## config.mk

```make
export PLATFORM = sky130hd
export DESIGN_NAME = uart_tx_arbiter
export DESIGN_NICKNAME = d
export VERILOG_FILES = /design/src/rtl/uart_arb_pkg.sv /design/src/rtl/uart_rr_picker.sv /design/src/rtl/uart_tx_arbiter.sv
export SDC_FILE = /design/constraint.sdc
export NUM_CORES = 1
export LEC_CHECK = 0
export BUFFER_PORTS_ARGS = -buffer_cell sky130_fd_sc_hd__buf_2
export CORE_MARGIN = 4
export CORE_UTILIZATION = 40
export CTS_BUF_LIST = sky130_fd_sc_hd__clkbuf_2 sky130_fd_sc_hd__clkbuf_4 sky130_fd_sc_hd__clkbuf_8
export DETAILED_ROUTE_END_ITERATION = 10
export PLACE_DENSITY = 0.76
export SKIP_CTS_REPAIR_TIMING = 1
export SLEW_MARGIN = 20
export SYNTH_ARGS = -nofsm -noshare
export SYNTH_HDL_FRONTEND = slang
export SYNTH_HIERARCHICAL = 1
export SYNTH_SLANG_ARGS = --single-unit
```

## constraint.sdc

```tcl
create_clock -name clk -period 1.35 [get_ports clk]
set_input_delay 0.27 -clock clk [delete_from_list [all_inputs] [get_ports clk]]
set_output_delay 0.27 -clock clk [all_outputs]
set_load 0.05 [all_outputs]
```

## src/rtl/uart_arb_pkg.sv

```systemverilog
// rtl/uart_arb_pkg.sv - shared types, constants and round-robin helper for the UART tx arbiter
package uart_arb_pkg;

  typedef enum logic [1:0] {
    ST_IDLE  = 2'd0,
    ST_HDR   = 2'd1,
    ST_SEND  = 2'd2,
    ST_DRAIN = 2'd3
  } arb_state_e;

  localparam logic [3:0] TAG_NIBBLE = 4'hA;

  // First set bit of req at or after ptr, wrapping modulo n; returns ptr when req is empty.
  function automatic int rr_pick(input logic [15:0] req, input int ptr, input int n);
    int k;
    rr_pick = ptr;
    for (int i = 15; i >= 0; i--) begin
      if (i < n) begin
        k = (ptr + i) % n;
        if (req[k[3:0]]) rr_pick = k;
      end
    end
  endfunction

endpackage

```

## src/rtl/uart_rr_picker.sv

```systemverilog
// rtl/uart_rr_picker.sv - combinational round-robin selector (request vector + pointer -> index, any)
module uart_rr_picker
  import uart_arb_pkg::*;
#(
  parameter int NUM_REQ = 4,
  parameter int ID_W    = $clog2(NUM_REQ)
) (
  input  logic [NUM_REQ-1:0] req,
  input  logic [ID_W-1:0]    ptr,
  output logic [ID_W-1:0]    idx,
  output logic               any
);

  always_comb begin
    any = |req;
    idx = ID_W'(rr_pick(16'(req), int'(ptr), NUM_REQ));
  end

endmodule

```

## src/rtl/uart_tx_arbiter.sv

```systemverilog
// rtl/uart_tx_arbiter.sv - packet-granular round-robin arbiter onto one UART tx byte port
// Optional header byte {TAG_NIBBLE, grant_id} before each packet when UART_ARB_TAG_EN is defined.
module uart_tx_arbiter
  import uart_arb_pkg::*;
#(
  parameter  int NUM_REQ = 4,
  localparam int ID_W    = $clog2(NUM_REQ)
) (
  input  logic                   clk,
  input  logic                   rst,
  input  logic [NUM_REQ*8-1:0]   req_data,
  input  logic [NUM_REQ-1:0]     req_valid,
  input  logic [NUM_REQ-1:0]     req_last,
  output logic [NUM_REQ-1:0]     req_ready,
  output logic [7:0]             uart_in,
  output logic                   uart_in_valid,
  input  logic                   tx_ready,
  output logic [ID_W-1:0]        grant_id,
  output logic                   busy
);

  arb_state_e      state_q, state_d;
  logic [ID_W-1:0] grant_q, grant_d;
  logic [ID_W-1:0] ptr_q, ptr_d;
  logic [7:0]      data_q, data_d;
  logic            valid_q, valid_d;

  logic            free;
  logic            pick_any;
  logic [ID_W-1:0] pick_idx;
  logic [7:0]      g_data;
  logic            g_valid;
  logic            g_last;

  uart_rr_picker #(
    .NUM_REQ (NUM_REQ),
    .ID_W    (ID_W)
  ) u_picker (
    .req (req_valid),
    .ptr (ptr_q),
    .idx (pick_idx),
    .any (pick_any)
  );

  // The output slot can take a new byte if empty or being drained this cycle.
  assign free    = ~valid_q | tx_ready;
  assign g_data  = req_data[8*int'(grant_q) +: 8];
  assign g_valid = req_valid[grant_q];
  assign g_last  = req_last[grant_q];

  always_comb begin
    state_d   = state_q;
    grant_d   = grant_q;
    ptr_d     = ptr_q;
    data_d    = data_q;
    valid_d   = valid_q & ~tx_ready;
    req_ready = '0;
    case (state_q)
      ST_IDLE: begin
        if (pick_any) begin
          grant_d = pick_idx;
`ifdef UART_ARB_TAG_EN
          state_d = ST_HDR;
`else
          state_d = ST_SEND;
`endif
        end
      end
      ST_HDR: begin
`ifdef UART_ARB_TAG_EN
        if (free) begin
          data_d  = {TAG_NIBBLE, 4'(grant_q)};
          valid_d = 1'b1;
          state_d = ST_SEND;
        end
`else
        state_d = ST_IDLE;
`endif
      end
      ST_SEND: begin
        req_ready[grant_q] = free;
        if (g_valid && free) begin
          data_d  = g_data;
          valid_d = 1'b1;
          if (g_last) state_d = ST_DRAIN;
        end
      end
      ST_DRAIN: begin
        // Release only once the last byte has left, so packets never interleave.
        if (free) begin
          ptr_d   = (grant_q == ID_W'(NUM_REQ - 1)) ? '0 : grant_q + ID_W'(1);
          state_d = ST_IDLE;
        end
      end
      default: state_d = ST_IDLE;
    endcase
  end

  always_ff @(posedge clk) begin
    if (rst) begin
      state_q <= ST_IDLE;
      grant_q <= '0;
      ptr_q   <= '0;
      data_q  <= 8'h00;
      valid_q <= 1'b0;
    end else begin
      state_q <= state_d;
      grant_q <= grant_d;
      ptr_q   <= ptr_d;
      data_q  <= data_d;
      valid_q <= valid_d;
    end
  end

  assign uart_in       = data_q;
  assign uart_in_valid = valid_q;
  assign grant_id      = grant_q;
  assign busy          = (state_q != ST_IDLE) | valid_q;

endmodule

```

==> impl_metrics.yaml, run 1 <==
synth:
  yosys_warnings: 6
  synth-adder-area-share_pct: 4.60
  syn-num-nets: 152
  synth_xor_area_share_pct: 0
  synth_ff_type: "dfxtp_1"
  synthSimpleGateAreaFrac_pct: 27.2
  synth_seq_cells: 15
  netlist_instances: 105
  synth_top_cell_by_area: "dfxtp_1"
  synth_area_sq_um: 1090
  synth-seq-area-share_pct: 27.6
  synthTopCellsByArea: "dfxtp_1 28%, mux4_2 17%, nand2b_1 9.8%, mux2i_1 9.2%, mux4_1 4.8%"
  synth_mux_area_share_pct: 30.6
  synthArstFlopShare_pct: 0
  synth.avg_cell_area_sq_um: 10.4
  synth_edf_count: 0
  synth_compound_area_share_pct: 6.78
  synth_top_family_by_area: "multiplexers"
  synth_top_area_share_pct: 27.6
  synth_cell_types: 30
cells_and_area:
  n_antenna_cell: 0
  fin_nets: 224
  final_cell_mix: "52 x buf_2, 17 x nand2b_1, 10 x mux2i_1"
  final_common_cell: "buf_2"
  drive_above_1_share_pct: 58.5
  finish.cell_count_without_fillers: 206
  area_growth_pct: 49.3
critical_path:
  cp_num_cells: 3
  worstSetupPathType: "reg -> out"
  path_delay_family: "simple AND/OR/NAND/NOR gates"
  cp.required_ns: 1.08
  cp-end-kind: "primary output"
  ff2ff_path_depth: 3
  crit_slowest_cell: "dfxtp_4"
  worstPathArrival_ns: 1.24
  cp_num_buf_inv: 1
  cp_max_fo: 6
  max_stage_delay_ns: 0.36
  cp-start-kind: "register"
  crit_chain: "or2b_4 > and3_4 > buf_8"
grt:
  top_usage_layer: "met2"
  grt_first_pass_wirelength_um: 4410
  grt.met3_usage_pct: 4.75
  met1_usage_pct: 18.8
  grt_pass1_vias: 1011
  grt_antenna_before_repair: 0
  grt_overflow: 0
  use_met2_pct: 29.3
  grt_max_degree: 24
  grt_usage_pct: 16.0
worst_hold_path:
  min_delay_path_depth: 2
  hp-class: "in -> reg"
timing:
  rsz0062_at_grt: "yes"
  setup_violations: 14
  tns_ns: -1.26
  setup_ws_ns: -0.157
  timing.slew.headroom_pct: 70.8
  fin_crit_sh_pct: 112
  finalMaxSlewViolations: 0
  fmax_ghz: 0.663
  worst_pin_slew_ns: 0.437
  hold_viol: 0
  skew_ns: 0.00559
  layout_min_cycle_time_ns: 1.51
pwr:
  p_total_mw: 1.25
  leakage_nw: 0.773
  max-vdd-ir-drop_v: 0.000553
  p_per_area_nw_per_um2: 771
die:
  coreArea_sq_um: 2540
  die_h_um: 60.2
  fp-row-count: 18
  initial_core_util_pct: 42.8
  ios: 59
  dieWidth_um: 60.2
  die-area_sq_um: 3620
clock_network:
  cts_num_sinks: 15
  cts.clk_slew.worst_paths_ns: 0.10
  numCtsBuffers: 3
  clk_latency_ns: 0.28
  cts_tree: "done"
  ctsLongestPathBuffers: 2
  cts-root-buf: "clkbuf_4"
  htree_levels: 1
placement:
  io_buffers: 58
  post-place-ws_ns: -0.0885
  placedCellCount: 199
  hpwl_um: 2390
  gp_congestion: 0.840
run:
  cap_viol_max_count: 0
detailed_routing:
  vias: 1088
  drt-pass1-iter-count: 4
  vias_per_cell: 5.28
  drc: 0
  ant_nets: 0
  first_iter_violations: 49
  routed_wl_um: 3090
  post_drt_wl_per_cell_um: 15.0
status:
  failed_checks: "setup timing"
  outcome: "finished, violations left"
-- state kept, by name, summed over array words and instances (netlist names) --
| name | cells |
|---|---|
| state_q | 2 |
| uart_in | 8 |
| ptr_q | 2 |
| grant_id | 2 |
| uart_in_valid | 1 |
-- metal layers --
metal / wire length (um) / share of wire (%)
met5: 0 / 0
met4: 9 / 0.29
met3: 300 / 9.7
met2: 1600 / 52
met1: 1170 / 38
-- per-stage QoR --
stage	hold WS, ns	area, sq um	utilization [%]
finish	0.331	1630	63.9
global route	0.354	1630	63.9
CTS	0.301	1510	59.4
detailed placement	0.471	1480	58.3
global placement	0.461	1480	58.3
floorplan	0.454	1110	-
-- synth_stat cells (all sizes together), types with 3 or more instances --
| cell | count |
|---|---|
| a21oi | 5 |
| and2b | 4 |
| and3 | 4 |
| dfxtp | 15 |
| ha | 4 |
| inv | 3 |
| mux2i | 10 |
| mux4 | 10 |
| nand2 | 4 |
| nand2b | 17 |
| nor2 | 7 |
| o21ai | 4 |
-- report_power, final --
group,total [mW],switching (mW),internal (mW)
Clock,0.264,0.155,0.110
Combinational,0.498,0.264,0.234
Sequential,0.491,0.0214,0.470
-- cell type report --
class	instances	area, sq um
well taps	30	37.5
flip-flops and latches	15	315
inverters	3	11.3
clock buffers	3	22.5
clock inverters	1	5.00
repair buffers	71	452
multi-input cells	83	782
fillers	216	920
-- cell families after synthesis --
family          Yosys count
simple gates             47
compound gates           12
mux                      20
fa+ha+maj                 4
flops                    15
buf+inv                   7
-- final timing paths --
kind	start	end	slack [ns]
max	uart_in_valid	req_ready[2]	-0.16
min	rst	grant_id[1]	0.33
max reg2reg	grant_id[0]	uart_in[2]	-0.08
min reg2reg	uart_in[3]	uart_in[3]	0.48
Power figures use the tool's default switching activity.
==> run 2: changes to the inputs <==
- PLACE_DENSITY: 0.76 -> 0.77
- SYNTH_HIERARCHICAL: 1 -> default
==> impl_metrics.yaml, run 2 <==
synth:
  synthTopCellsByArea: "dfxtp_1 30%, mux4_2 20%, mux2i_1 8.9%, nor2_1 5.2%, ha_1 5.0%"
  synth_edf_count: 0
  synth-seq-area-share_pct: 29.7
  synth_ff_type: "dfxtp_1"
  synth_top_cell_by_area: "dfxtp_1"
  synth_cell_types: 27
  synth_mux_area_share_pct: 31.6
  yosys_warnings: 0
  synth_top_area_share_pct: 29.7
  synth_seq_cells: 15
  syn-num-nets: 145
  synth_xor_area_share_pct: 0
  synth.avg_cell_area_sq_um: 10.3
  synth_commonest_cells: "15 x dfxtp_1, 14 x nor2_1, 9 x mux2i_1, 9 x mux4_2, 8 x a21oi_1"
  synth_area_sq_um: 1010
  synth_compound_area_share_pct: 8.92
  synthSimpleGateAreaFrac_pct: 20.8
  post-synth-top-count-cell: "dfxtp_1"
  netlist_instances: 98
  synth_top_family_by_area: "multiplexers"
  synthArstFlopShare_pct: 0
  synth-adder-area-share_pct: 4.96
clock_network:
  clk_latency_ns: 0.29
  ctsLongestPathBuffers: 2
  cts_num_sinks: 15
  cts_tree: "done"
  htree_levels: 1
  numCtsBuffers: 3
  cts.clk_slew.worst_paths_ns: 0.09
  cts-root-buf: "clkbuf_4"
cells_and_area:
  n_antenna_cell: 0
  seqCellArea_sq_um: 314
  drive_above_1_share_pct: 62.8
  final_cell_mix: "51 x buf_2, 14 x nor2_1, 14 x buf_4"
  fill_cells: 170
  final_common_cell: "buf_2"
  largest_reg_flops: 8
  area_growth_pct: 63.9
  fin_nets: 220
  multi_input_area_sq_um: 746
timing:
  rsz0062_at_grt: "yes"
  setup_ws_ns: -0.196
  fmax_ghz: 0.647
  fin_crit_sh_pct: 115
  skew_ns: 0.0120
  hold_viol: 0
  worst_pin_slew_ns: 0.375
  tns_ns: -1.95
  timing.slew.headroom_pct: 74.8
  setup_violations: 16
  layout_min_cycle_time_ns: 1.55
  finalMaxSlewViolations: 0
worst_hold_path:
  hp-class: "in -> reg"
grt:
  grt_pass1_vias: 1092
  grt_first_pass_wirelength_um: 4490
  grt_antenna_before_repair: 0
  grt_max_degree: 17
  grt_usage_pct: 16.9
  grt_overflow: 0
die:
  coreArea_sq_um: 2300
  die-area_sq_um: 3390
  die_h_um: 58.2
  fp-row-count: 17
  dieWidth_um: 58.2
  initial_core_util_pct: 44.0
  ios: 59
status:
  failed_checks: "setup timing"
  outcome: "finished, violations left"
run:
  cap_viol_max_count: 0
critical_path:
  cp-start-kind: "register"
  cp_max_fo: 6
  worstPathArrival_ns: 1.28
  worstSetupPathType: "reg -> out"
  cp.required_ns: 1.08
  cp-end-kind: "primary output"
detailed_routing:
  vias_per_cell: 5.30
  post_drt_wl_per_cell_um: 15.0
  drt-pass1-iter-count: 4
  vias: 1060
  first_iter_violations: 28
  ant_nets: 0
  routed_wl_um: 3000
  drc: 0
pwr:
  p_per_area_nw_per_um2: 758
  leakage_nw: 0.786
  p_total_mw: 1.25
  max-vdd-ir-drop_v: 0.000671
placement:
  hpwl_um: 2180
  io_buffers: 58
  gp_congestion: 0.777
==> run 2: cell count changes after synthesis, moves of 3 or more <==
cell,change
nand2b_1,-14
and2b_2,-3
nor2_1,+7
nand3_1,+3
a21oi_1,+3
==> run 2: cell type report <==
cell class                 instances  area share, %
inverter                           5           2.04
tap                               28           2.12
clock buffer                       4           1.81
timing repair buffer              74           30.0
sequential                        15           19.0
multi-input combinational         74           45.0
==> run 2: cells by family after synthesis <==
logic type | Yosys count
AOI/OAI and AO/OA | 13
adders and majority gates | 4
buffers and inverters | 9
DFF | 15
muxes | 19
and+or+nand+nor | 38
==> run 2: through the flow <==
step | std cells | area (sq um) | utilization (%) | setup slack, ns | hold WS, ns
2_1_floorplan | 98 | 1030 | - | -0.199 | 0.455
3_3_place_gp | 190 | 1420 | 61.9 | -0.107 | 0.469
3_5_place_dp | 190 | 1420 | 61.9 | -0.135 | 0.484
4_1_cts | 194 | 1450 | 63.2 | -0.405 | 0.311
5_1_grt | 200 | 1660 | 72.1 | -0.261 | 0.345
6_report | 200 | 1660 | 72.1 | -0.196 | 0.319
==> run 2: worst paths after layout <==
check	slack [ns]	to	start	depth (start not counted)
hold / removal	0.32	uart_in_valid	tx_ready	4
setup reg to reg	-0.17	uart_in[0]	grant_id[0]	5
hold reg to reg	0.50	uart_in[2]	uart_in[2]	2
setup / recovery	-0.20	req_ready[2]	grant_id[0]	5
==> run 2: power breakdown <==
part	switching [mW]	internal, mW
Clock	0.142	0.135
Combinational	0.260	0.230
Sequential	0.0209	0.467
==> run 2: critical path: stages (launching register included) <==
cell and delay (ns):
dfxtp_4 0.37, buf_12 0.14, inv_8 0.06, ha_4 0.12, and3_4 0.17, buf_8 0.14
==> run 2: per-layer routing <==
| layer | global-route usage, % | wire (um) |
|---|---|---|
| met1 | 18.5 | 1090 |
| met2 | 32.1 | 1720 |
| met3 | 4.01 | 126 |
| met4 | 4.64 | 63 |
| met5 | 0 | 0 |
==> run 3: changes to the inputs <==
- SETUP_SLACK_MARGIN: default -> 0.05
==> impl_metrics.yaml, run 3 (synthesis results as in run 2) <==
status:
  outcome: "finished, violations left"
  failed_checks: "setup timing"
cells_and_area:
  n_antenna_cell: 0
  largest_reg_flops: 8
  fin_nets: 220
  fill_cells: 164
  final_common_cell: "buf_2"
  area_growth_pct: 61.8
  final_cell_mix: "51 x buf_2, 14 x nor2_1, 14 x buf_4"
  final_cell_area_sq_um: 1630
  drive_above_1_share_pct: 64.0
grt:
  grt_overflow: 0
  top_usage_layer: "met2"
  met1_usage_pct: 17.4
  grt_antenna_before_repair: 0
  use_met2_pct: 36.0
  grt_usage_pct: 18.0
  grt_max_degree: 17
  grt_first_pass_wirelength_um: 4680
  grt_pass1_vias: 1158
  grt.met3_usage_pct: 4.45
critical_path:
  cp-end-kind: "primary output"
  worstSetupPathType: "reg -> out"
  cp-start-kind: "register"
  cp_max_fo: 5
  worstPathArrival_ns: 1.29
  crit_slowest_cell: "dfxtp_4"
  crit_chain: "buf_6 > ha_2 > and3_4 > buf_8"
  path_delay_family: "flip-flops"
  ff2ff_path_depth: 4
  max_stage_delay_ns: 0.37
  cp_num_buf_inv: 2
  cp_num_cells: 4
  cp.required_ns: 1.08
clock_network:
  cts-root-buf: "clkbuf_4"
  numCtsBuffers: 3
  cts.clk_slew.worst_paths_ns: 0.09
  clk_latency_ns: 0.29
  ctsLongestPathBuffers: 2
  htree_levels: 1
  cts_num_sinks: 15
  cts_tree: "done"
pwr:
  p_seq_share_pct: 39.2
  combPwrFrac_pct: 38.8
  p_sw_uw: 422
  p_per_area_nw_per_um2: 767
  internal_power_uw: 832
  p_sw_share_pct: 33.7
  clkPwrFrac_pct: 22.0
  max-vdd-ir-drop_v: 0.000605
  leakage_nw: 0.774
  p_total_mw: 1.25
placement:
  io_buffers: 58
  hpwl_um: 2440
  gp_congestion: 0.753
  placed_area_sq_um: 1440
timing:
  setup_ws_ns: -0.213
  holdWs_ns: 0.348
  fmax_ghz: 0.640
  tns_ns: -2.14
  rsz0062_at_grt: "yes"
  skew_ns: 0.00934
  finalMaxSlewViolations: 0
  worst_pin_slew_ns: 0.375
  layout_min_cycle_time_ns: 1.56
  timing.slew.headroom_pct: 74.7
  hold_viol: 0
  fin_crit_sh_pct: 116
  setup_violations: 14
detailed_routing:
  vias: 1072
  post_drt_wl_per_cell_um: 15.3
  first_iter_violations: 18
  ant_nets: 0
  drt-pass1-iter-count: 4
  vias_per_cell: 5.36
  routed_wl_um: 3060
  drc: 0
die:
  die-area_sq_um: 3390
  fp-row-count: 17
  ios: 59
  initial_core_util_pct: 44.0
  die_h_um: 58.2
  coreArea_sq_um: 2300
  dieWidth_um: 58.2
worst_hold_path:
  min_delay_path_depth: 4
  hp-class: "in -> reg"
run:
  cap_viol_max_count: 0
-- run 3: path summary, 6_finish.rpt --
check | from | endpoint | slack (ns)
setup / recovery | grant_id[0] | req_ready[3] | -0.21
hold / removal | tx_ready | state_q[0] | 0.35
setup reg to reg | grant_id[1] | uart_in[6] | -0.16
hold reg to reg | uart_in[0] | uart_in[0] | 0.51
-- run 3: tightest hold or removal path: stages --
cell and delay [ns]:
buf_2 0.08, nor2b_1 0.06, a21oi_1 0.14, nor3b_1 0.06
-- run 3: power groups by stage --
stage | registers (mW) | logic [mW] | clock network [mW]
4_1_cts | 0.489 | 0.428 | 0.281
2_1_floorplan | 0.575 | 0.204 | 0
5_1_grt | 0.495 | 0.520 | 0.297
3_3_place_gp | 0.497 | 0.412 | 0
6_report | 0.491 | 0.486 | 0.276
3_5_place_dp | 0.499 | 0.427 | 0
-- run 3: area by class of cell --
type                            instances  area (sq um)  share of cell area, %
Timing Repair Buffer                   74           484                   29.6
Clock buffer                            4          30.0                   1.84
Multi-Input combinational cell         74           744                   45.6
Inverter                                5          28.8                   1.76
Sequential cell                        15           312                   19.1
Tap cell                               28          35.0                   2.14
-- run 3: through the flow --
step / util, % / std cells / setup slack [ns]
after global routing: 71.1 / 200 / -0.256
final: 71.1 / 200 / -0.213
after global placement: 62.5 / 193 / -0.114
after CTS: 63.8 / 197 / -0.378
after floorplan: - / 98 / -0.199
after detailed placement: 62.5 / 193 / -0.167
-- run 3: per-layer routing --
| layer | part of all wire (%) | vias to the layer above |
|---|---|---|
| li1 | - | 508 |
| met2 | 59 | 32 |
| met5 | 0 | - |
| met4 | 1.1 | 0 |
| met1 | 35 | 528 |
| met3 | 4.6 | 4 |
